<file path="config.mk">
export PLATFORM = sky130hd
export DESIGN_NAME = ex_trap_arbiter
export DESIGN_NICKNAME = d
export VERILOG_FILES = /design/src/rtl/ex_trap_arbiter.sv
export SDC_FILE = /design/constraint.sdc
export NUM_CORES = 1
export LEC_CHECK = 0
export BUFFER_PORTS_ARGS = -buffer_cell sky130_fd_sc_hd__buf_2
export CAP_MARGIN = 20
export CORE_UTILIZATION = 35
export DETAILED_ROUTE_END_ITERATION = 8
export GPL_TIMING_DRIVEN = 0
export PLACE_DENSITY_LB_ADDON = 0.2
export SYNTH_ARGS = -nofsm -noshare
export SYNTH_HDL_FRONTEND = slang
export SYNTH_SLANG_ARGS = --single-unit
</file>
<file path="constraint.sdc">
create_clock -name clk -period 1.1 [get_ports clk]
set_input_delay 0.22 -clock clk [delete_from_list [all_inputs] [get_ports clk]]
set_output_delay 0.22 -clock clk [all_outputs]
set_load 0.05 [all_outputs]
</file>
<file path="src/rtl/ex_trap_arbiter.sv">
`default_nettype none
// ============================================================================
//  Module   : ex_trap_arbiter
//  Purpose  : Latches rising edges of peripheral interrupt lines into pending
//             bits and arbitrates the enabled pending sources onto the core's
//             single external-trap valid/ready handshake, reporting the
//             granted source id.
//  Revision : 1.0 - initial release
// ----------------------------------------------------------------------------
//  Ports
//    clk        in   1        system clock
//    rst_n      in   1        asynchronous active-low reset
//    src_irq    in   SRC_NUM  peripheral interrupt levels (sync to clk)
//    irq_en     in   SRC_NUM  per-source enable
//    pend_clr   in   SRC_NUM  software clear of pending bits (pulses)
//    pend       out  SRC_NUM  pending status
//    trap_valid out  1        to core_ex_trap_valid
//    trap_ready in   1        from core_ex_trap_ready
//    trap_id    out  ID_W     granted source index, stable while trap_valid
//  Build option
//    EX_TRAP_RR_EN  defined   : round-robin priority starting at rr_ptr
//                   undefined : fixed priority, lowest index wins
// ============================================================================
module ex_trap_arbiter #(
  parameter int SRC_NUM = 8,
  parameter int ID_W    = 3
) (
  input  logic               clk,
  input  logic               rst_n,
  input  logic [SRC_NUM-1:0] src_irq,
  input  logic [SRC_NUM-1:0] irq_en,
  input  logic [SRC_NUM-1:0] pend_clr,
  output logic [SRC_NUM-1:0] pend,
  output logic               trap_valid,
  input  logic               trap_ready,
  output logic [ID_W-1:0]    trap_id
);

  typedef enum logic [1:0] {
    ST_IDLE = 2'd0,
    ST_REQ  = 2'd1,
    ST_GAP  = 2'd2
  } state_t;

  state_t             state_q, state_d;
  logic [SRC_NUM-1:0] src_q;
  logic [SRC_NUM-1:0] pend_q, pend_d;
  logic               trap_valid_q, trap_valid_d;
  logic [ID_W-1:0]    trap_id_q, trap_id_d;

  logic [SRC_NUM-1:0] w_rise;
  logic [SRC_NUM-1:0] w_cand;
  logic [SRC_NUM-1:0] w_hs_clr;
  logic               w_hs;
  logic               w_any;
  logic [ID_W-1:0]    w_winner;

  assign w_rise = src_irq & ~src_q;
  assign w_cand = pend_q & irq_en;
  assign w_any  = |w_cand;
  assign w_hs   = trap_valid_q & trap_ready;

  // A fresh edge outranks both software clear and the handshake clear.
  assign w_hs_clr = w_hs ? (SRC_NUM'(1) << trap_id_q) : '0;
  assign pend_d   = w_rise | (pend_q & ~pend_clr & ~w_hs_clr);

`ifdef EX_TRAP_RR_EN
  logic [ID_W-1:0] rr_ptr_q, rr_ptr_d;

  // Scan starting at rr_ptr, wrapping modulo SRC_NUM; first hit wins.
  always_comb begin
    int   idx;
    logic found;
    idx      = 0;
    found    = 1'b0;
    w_winner = '0;
    for (int k = 0; k < SRC_NUM; k++) begin
      idx = (int'(rr_ptr_q) + k) % SRC_NUM;
      if (!found && w_cand[idx]) begin
        w_winner = ID_W'(idx);
        found    = 1'b1;
      end
    end
  end

  always_comb begin
    rr_ptr_d = rr_ptr_q;
    if (w_hs) begin
      rr_ptr_d = (trap_id_q == ID_W'(SRC_NUM - 1)) ? '0 : trap_id_q + 1'b1;
    end
  end

  always_ff @(posedge clk or negedge rst_n) begin
    if (!rst_n) rr_ptr_q <= '0;
    else        rr_ptr_q <= rr_ptr_d;
  end
`else
  // Descending scan so the lowest set index is the last one written.
  always_comb begin
    w_winner = '0;
    for (int i = SRC_NUM - 1; i >= 0; i--) begin
      if (w_cand[i]) w_winner = ID_W'(i);
    end
  end
`endif

  always_comb begin
    state_d      = state_q;
    trap_valid_d = trap_valid_q;
    trap_id_d    = trap_id_q;
    unique case (state_q)
      ST_IDLE: begin
        if (w_any) begin
          trap_id_d    = w_winner;
          trap_valid_d = 1'b1;
          state_d      = ST_REQ;
        end
      end
      ST_REQ: begin
        // Mask or clear of the granted source does not retract the request.
        if (w_hs) begin
          trap_valid_d = 1'b0;
          state_d      = ST_GAP;
        end
      end
      ST_GAP: begin
        trap_valid_d = 1'b0;
        state_d      = ST_IDLE;
      end
      default: begin
        trap_valid_d = 1'b0;
        state_d      = ST_IDLE;
      end
    endcase
  end

  always_ff @(posedge clk or negedge rst_n) begin
    if (!rst_n) begin
      state_q      <= ST_IDLE;
      src_q        <= '0;
      pend_q       <= '0;
      trap_valid_q <= 1'b0;
      trap_id_q    <= '0;
    end else begin
      state_q      <= state_d;
      src_q        <= src_irq;
      pend_q       <= pend_d;
      trap_valid_q <= trap_valid_d;
      trap_id_q    <= trap_id_d;
    end
  end

  assign pend       = pend_q;
  assign trap_valid = trap_valid_q;
  assign trap_id    = trap_id_q;

endmodule
`default_nettype wire

</file>
# After elaboration in Yosys (flattened, before gate mapping)
# Index checks and enable logic that the tools add are counted.
[totals]
register_bits = 22
out_inout_bits = 12
elab_cells = 37
[classes]
eq_ne = 3
n_shift = 1
muxes = 15
bitwise_logic = 9
reduce_logical = 4
[ops]
columns = ["operator", "n"]
rows = [
  ["AND 8 bit", 4],
  ["2-to-1 mux 3 bit", 8],
  ["NOT 8 bit", 3],
  ["2-to-1 mux 8 bit", 1],
  ["bitwise OR 8 bit", 1],
  ["OR reduction 8 bit", 1],
  ["left shift 1 x 3 -> 8 bit, first input constant", 1],
  ["2-to-1 mux 2 bit", 2],
  ["!= test 2 bit, second input constant", 2],
  ["case mux 2 bit (2 select lines)", 1],
  ["AND reduction 2 bit", 2],
  ["== test 2 x 1 -> 1 bit, second input constant", 1],
  ["zero test 2 bit", 1],
  ["2-to-1 mux 1 bit", 2],
  ["case mux 1 bit (2 select lines)", 1],
  ["AND 1 bit", 1],
]

# Longest topological paths before layout
[depth]
ltp_word = 9
ltp_mapped = 4
depth_no_buf = 4

# Least setup slack after synthesis
# OpenSTA, ideal clock, no wires.
[synth_path]
path_type = "register to register"
startpoint = "register, netlist name state_q[0]"
endpoint = "register pend_q[0], in the netlist pend[0]"
setup_time_ns = 0.127
arrival_time_ns = 1.310
path_slack_ns = -0.337
stages_incl_launch_ff = 5
n_path_buf = 0
period_less_slack_ns = 1.437
cell_sequence = "dfrtp_1 -> nand2_2 -> or2_4 -> o311ai_4 -> o21ai_2"
[synth_lines]
columns = ["item", "line_no", "text"]
rows = [
  ["to (signal assigned)", "147", "pend_q <= pend_d;"],
  ["to (decl)", "47", "logic [SRC_NUM-1:0] pend_q, pend_d;"],
]

# Final worst setup path
[layout_path]
startpoint = "register pend_q[2], in the netlist pend[2]"
endpoint = "register trap_id_q[0], in the netlist trap_id[0]"
[layout_via]
elab_chain_len = 4
word_cells_on_any_way = 6
cone_classes = "3 x mux; 1 x bitwise; 2 x reduce/logical"
[layout_lines]
columns = ["item", "line_no", "text"]
rows = [
  ["AND 8 bit *", "59", "assign w_cand = pend_q & irq_en;"],
  ["2-to-1 mux 3 bit (3 in a row)", "102", "if (w_cand[i]) w_winner = ID_W'(i);"],
  ["to (signal assigned)", "149", "trap_id_q <= trap_id_d;"],
  ["to (decl)", "49", "logic [ID_W-1:0] trap_id_q, trap_id_d;"],
]
# Every way passes the cells marked *; elsewhere a longest branch is shown, timed or not.
# A chain may end at the register's enable or synchronous reset.

==> metrics.md <==
| Metric | Value |
|---|---|
| Worst R2R Path Depth | `4` |
| Final WL | `roughly 2100 um` |
| Final #Nets | `170` |
| Cell row count | `18` |
| Final hold slack | `approximately 22 ps` |
| Pin count of the biggest net entering global routing | `22` |
| Fin area | `roughly 1500 um^2` |
| Cell family with most CP delay | `compound AO/OA/AOI/OAI gates` |
| Remaining Overflow, GRT | `0` |
| First-pass GRT wire length | `3420 um` |
| Via count | `~820` |
| Worst path arrival time | `roughly 1500 ps` |
| Placed inst area | `about 1200 um^2` |
| CP max-delay cell | `dfrtp_2` |
| Vias in the first global route | `778` |
| RePlAce Congestion | `~0.8` |
| Failing checks | `setup timing` |
| Layout cells sized above 1 | `around 58%` |
| Number of synthesized flops with an enable pin | `0` |
| Worst slew margin | `just under 70%` |
| YS warnings | `0` |
| Pwr Density | `roughly 2000 nW/um^2` |
| Register bit total from synthesis | `21` |
| Antenna violations before repair | `0` |
| Mapped Nets | `between 100 and 150` |
| Seq/Total Area, Yosys | `approximately 56%` |
| Final antenna-violating net count | `0` |
| Die Height | `between 50 and 60 um` |
| Total of max-cap violations | `0` |
| Die area | `~2900 um^2` |
| Initial Util | `37.2%` |
| Synth Flop Type | `dfrtp_1` |
| Critical Path, Cell by Cell | `a22oi_4, nand4_4, o211ai_1, o2bb2ai_1` |
| Ports | `39` |
| Drt pass-1 iters | `4` |
| Crit path depth | `4` |
| Crit path launch type | `register` |
| Max Clk Rate | `795 MHz` |
| Worst hold stages | `1` |
| Worst hold path class | `input pin to register` |
| Final Hold Viols | `0` |
| CTS Sinks | `21` |
| Htree depth | `1` |
| Critical Path Fanout Max | `4` |
| RSZ-0062 raised after global routing | `true` |
| Worst setup EP type | `register` |
| Synth Instances | `88` |
| Commonest non-fill, non-tap cell in the layout | `buf_2` |
| Clock Tree Root | `clkbuf_4` |
| DRC Markers | `0` |
| WP buf/inv | `0` |
| Netlist cell types | `25` |
| Avg Cell Area, Syn | `10.6 um^2` |
| Slew @ Worst Pin | `around 460 ps` |
| 1st-iter DRT viols | `7` |
| Status | `complete, but fails checks` |
| Worst vdd ir | `1.17 mV` |
| PortBufs | `38` |
| Final worst setup slack | `-158 ps` |
| Clk Latency, worst-skew pair | `300 ps` |
| Critical path required time | `roughly 1300 ps` |
| Longest Clk Path Bufs | `2` |
| Final setup viols | `18` |
| Setup TNS | `-1040 ps` |
| Via/cell ratio | `~4.8` |
| DP HPWL | `around 1600 um` |
| FF-to-FF setup slack | `-160 ps` |
| Area Growth Syn to Fin | `56.2%` |
| Area of the mapped netlist | `~930 um^2` |
| Period utilisation layout | `114%` |
| CTS tree | `done` |
| Pleak | `a little under 0.0007 uW` |
| Clock-pin slew on the worst setup and hold paths | `around 130 ps` |
| CP peak stage delay | `~470 ps` |
| Most frequent cells in the layout | `buf_2 (26), buf_6 (13), inv_1 (11), dfrtp_2 (11), dfrtp_1 (10)` |
| Slew Viols, Final | `0` |
| Die width | `about 54 um` |
| Core Footprint | `2500 um^2` |
| Wire per inst | `12.4 um` |
| GRT Util Overall | `17.3%` |
| Antenna diodes | `0` |
| CP Class | `register to register` |
| Min Clock Period, post-route | `between 1000 and 1500 ps` |
| Total CTS buffers | `3` |
| Setup Skew | `roughly 11 ps` |
| Async set or reset register ratio after synthesis | `100%` |
-- logic make-up (layout without fill, tap and decap cells) --
family / after synthesis / after routing / share of synthesized area, %
DFF: 21 / 21 / 56.5
and+or+nand+nor: 25 / 25 / 14.8
buffers and inverters: 11 / 65 / 4.44
AOI/OAI and AO/OA: 31 / 31 / 24.3
-- layer usage --
| layer | part of all wire, % | GRT usage, % |
|---|---|---|
| met1 | 43 | 20.1 |
| met2 | 52 | 30.6 |
| met3 | 3.8 | 3.95 |
| met4 | 0.66 | 6.58 |
| met5 | 0 | 0 |
-- final timing paths --
path | from | to
max reg2reg | pend[2] | trap_id[0]
min reg2reg | src_q[3] | pend[3]
min | src_irq[2] | src_q[2]
max in group asynchronous | rst_n | pend[6]
min in group asynchronous | rst_n | src_q[0]
max | pend[2] | trap_id[0]
-- stage by stage --
| stage | utilization [%] | instances | total power (uW) | setup slack (ps) |
|---|---|---|---|---|
| detailed placement | 47.0 | 156 | 2010 | -132 |
| global route | 58.2 | 172 | 3020 | -197 |
| finish | 58.2 | 172 | 2870 | -158 |
| CTS | 55.5 | 169 | 2740 | -118 |
| global placement | 47.0 | 156 | 2000 | -93.4 |
| floorplan | - | 88 | 1720 | -180 |
-- sequential cells by signal, indices dropped and copies added (netlist names) --
register and flops:
src_q 8, trap_id 3, pend 8, state_q 2
-- synthesized netlist by cell type, types with 2 or more instances --
cell type,instances,area (um^2)
nor2b_1,6,37.5
nand3_1,2,10.0
nand2_1,7,26.3
inv_1,11,41.3
o21ai_0,14,70.1
dfrtp_1,21,526
nand2b_1,3,18.8
nor2_1,3,11.3
a21oi_1,5,25.0
-- timing repair --
action / in CTS / in global routing
gates resized for setup: 35 / 13
endpoints found under the setup margin: 18 / 23
setup buffers: 8 / 3
hold endpoints to repair: 21 / 0
pin swaps: 4 / 6
hold buffers: 1 / 0
-- where the power goes --
part | switching (uW) | leakage, uW | internal, uW
registers | 150 | 0.000239 | 916
logic | 810 | 0.000435 | 618
clock network | 236 | 0.0000177 | 135
total | 1200 | 0.000692 | 1670
-- final cells by class --
class	count	area, um^2
Fill cell	218	1050
Sequential cell	21	539
Multi-Input combinational cell	56	434
Timing Repair Buffer	50	374
Inverter	11	41.3
Tap cell	30	37.5
Clock buffer	3	22.5
Clock inverter	1	5.00
Note: power is estimated with default switching activity, not from simulation.
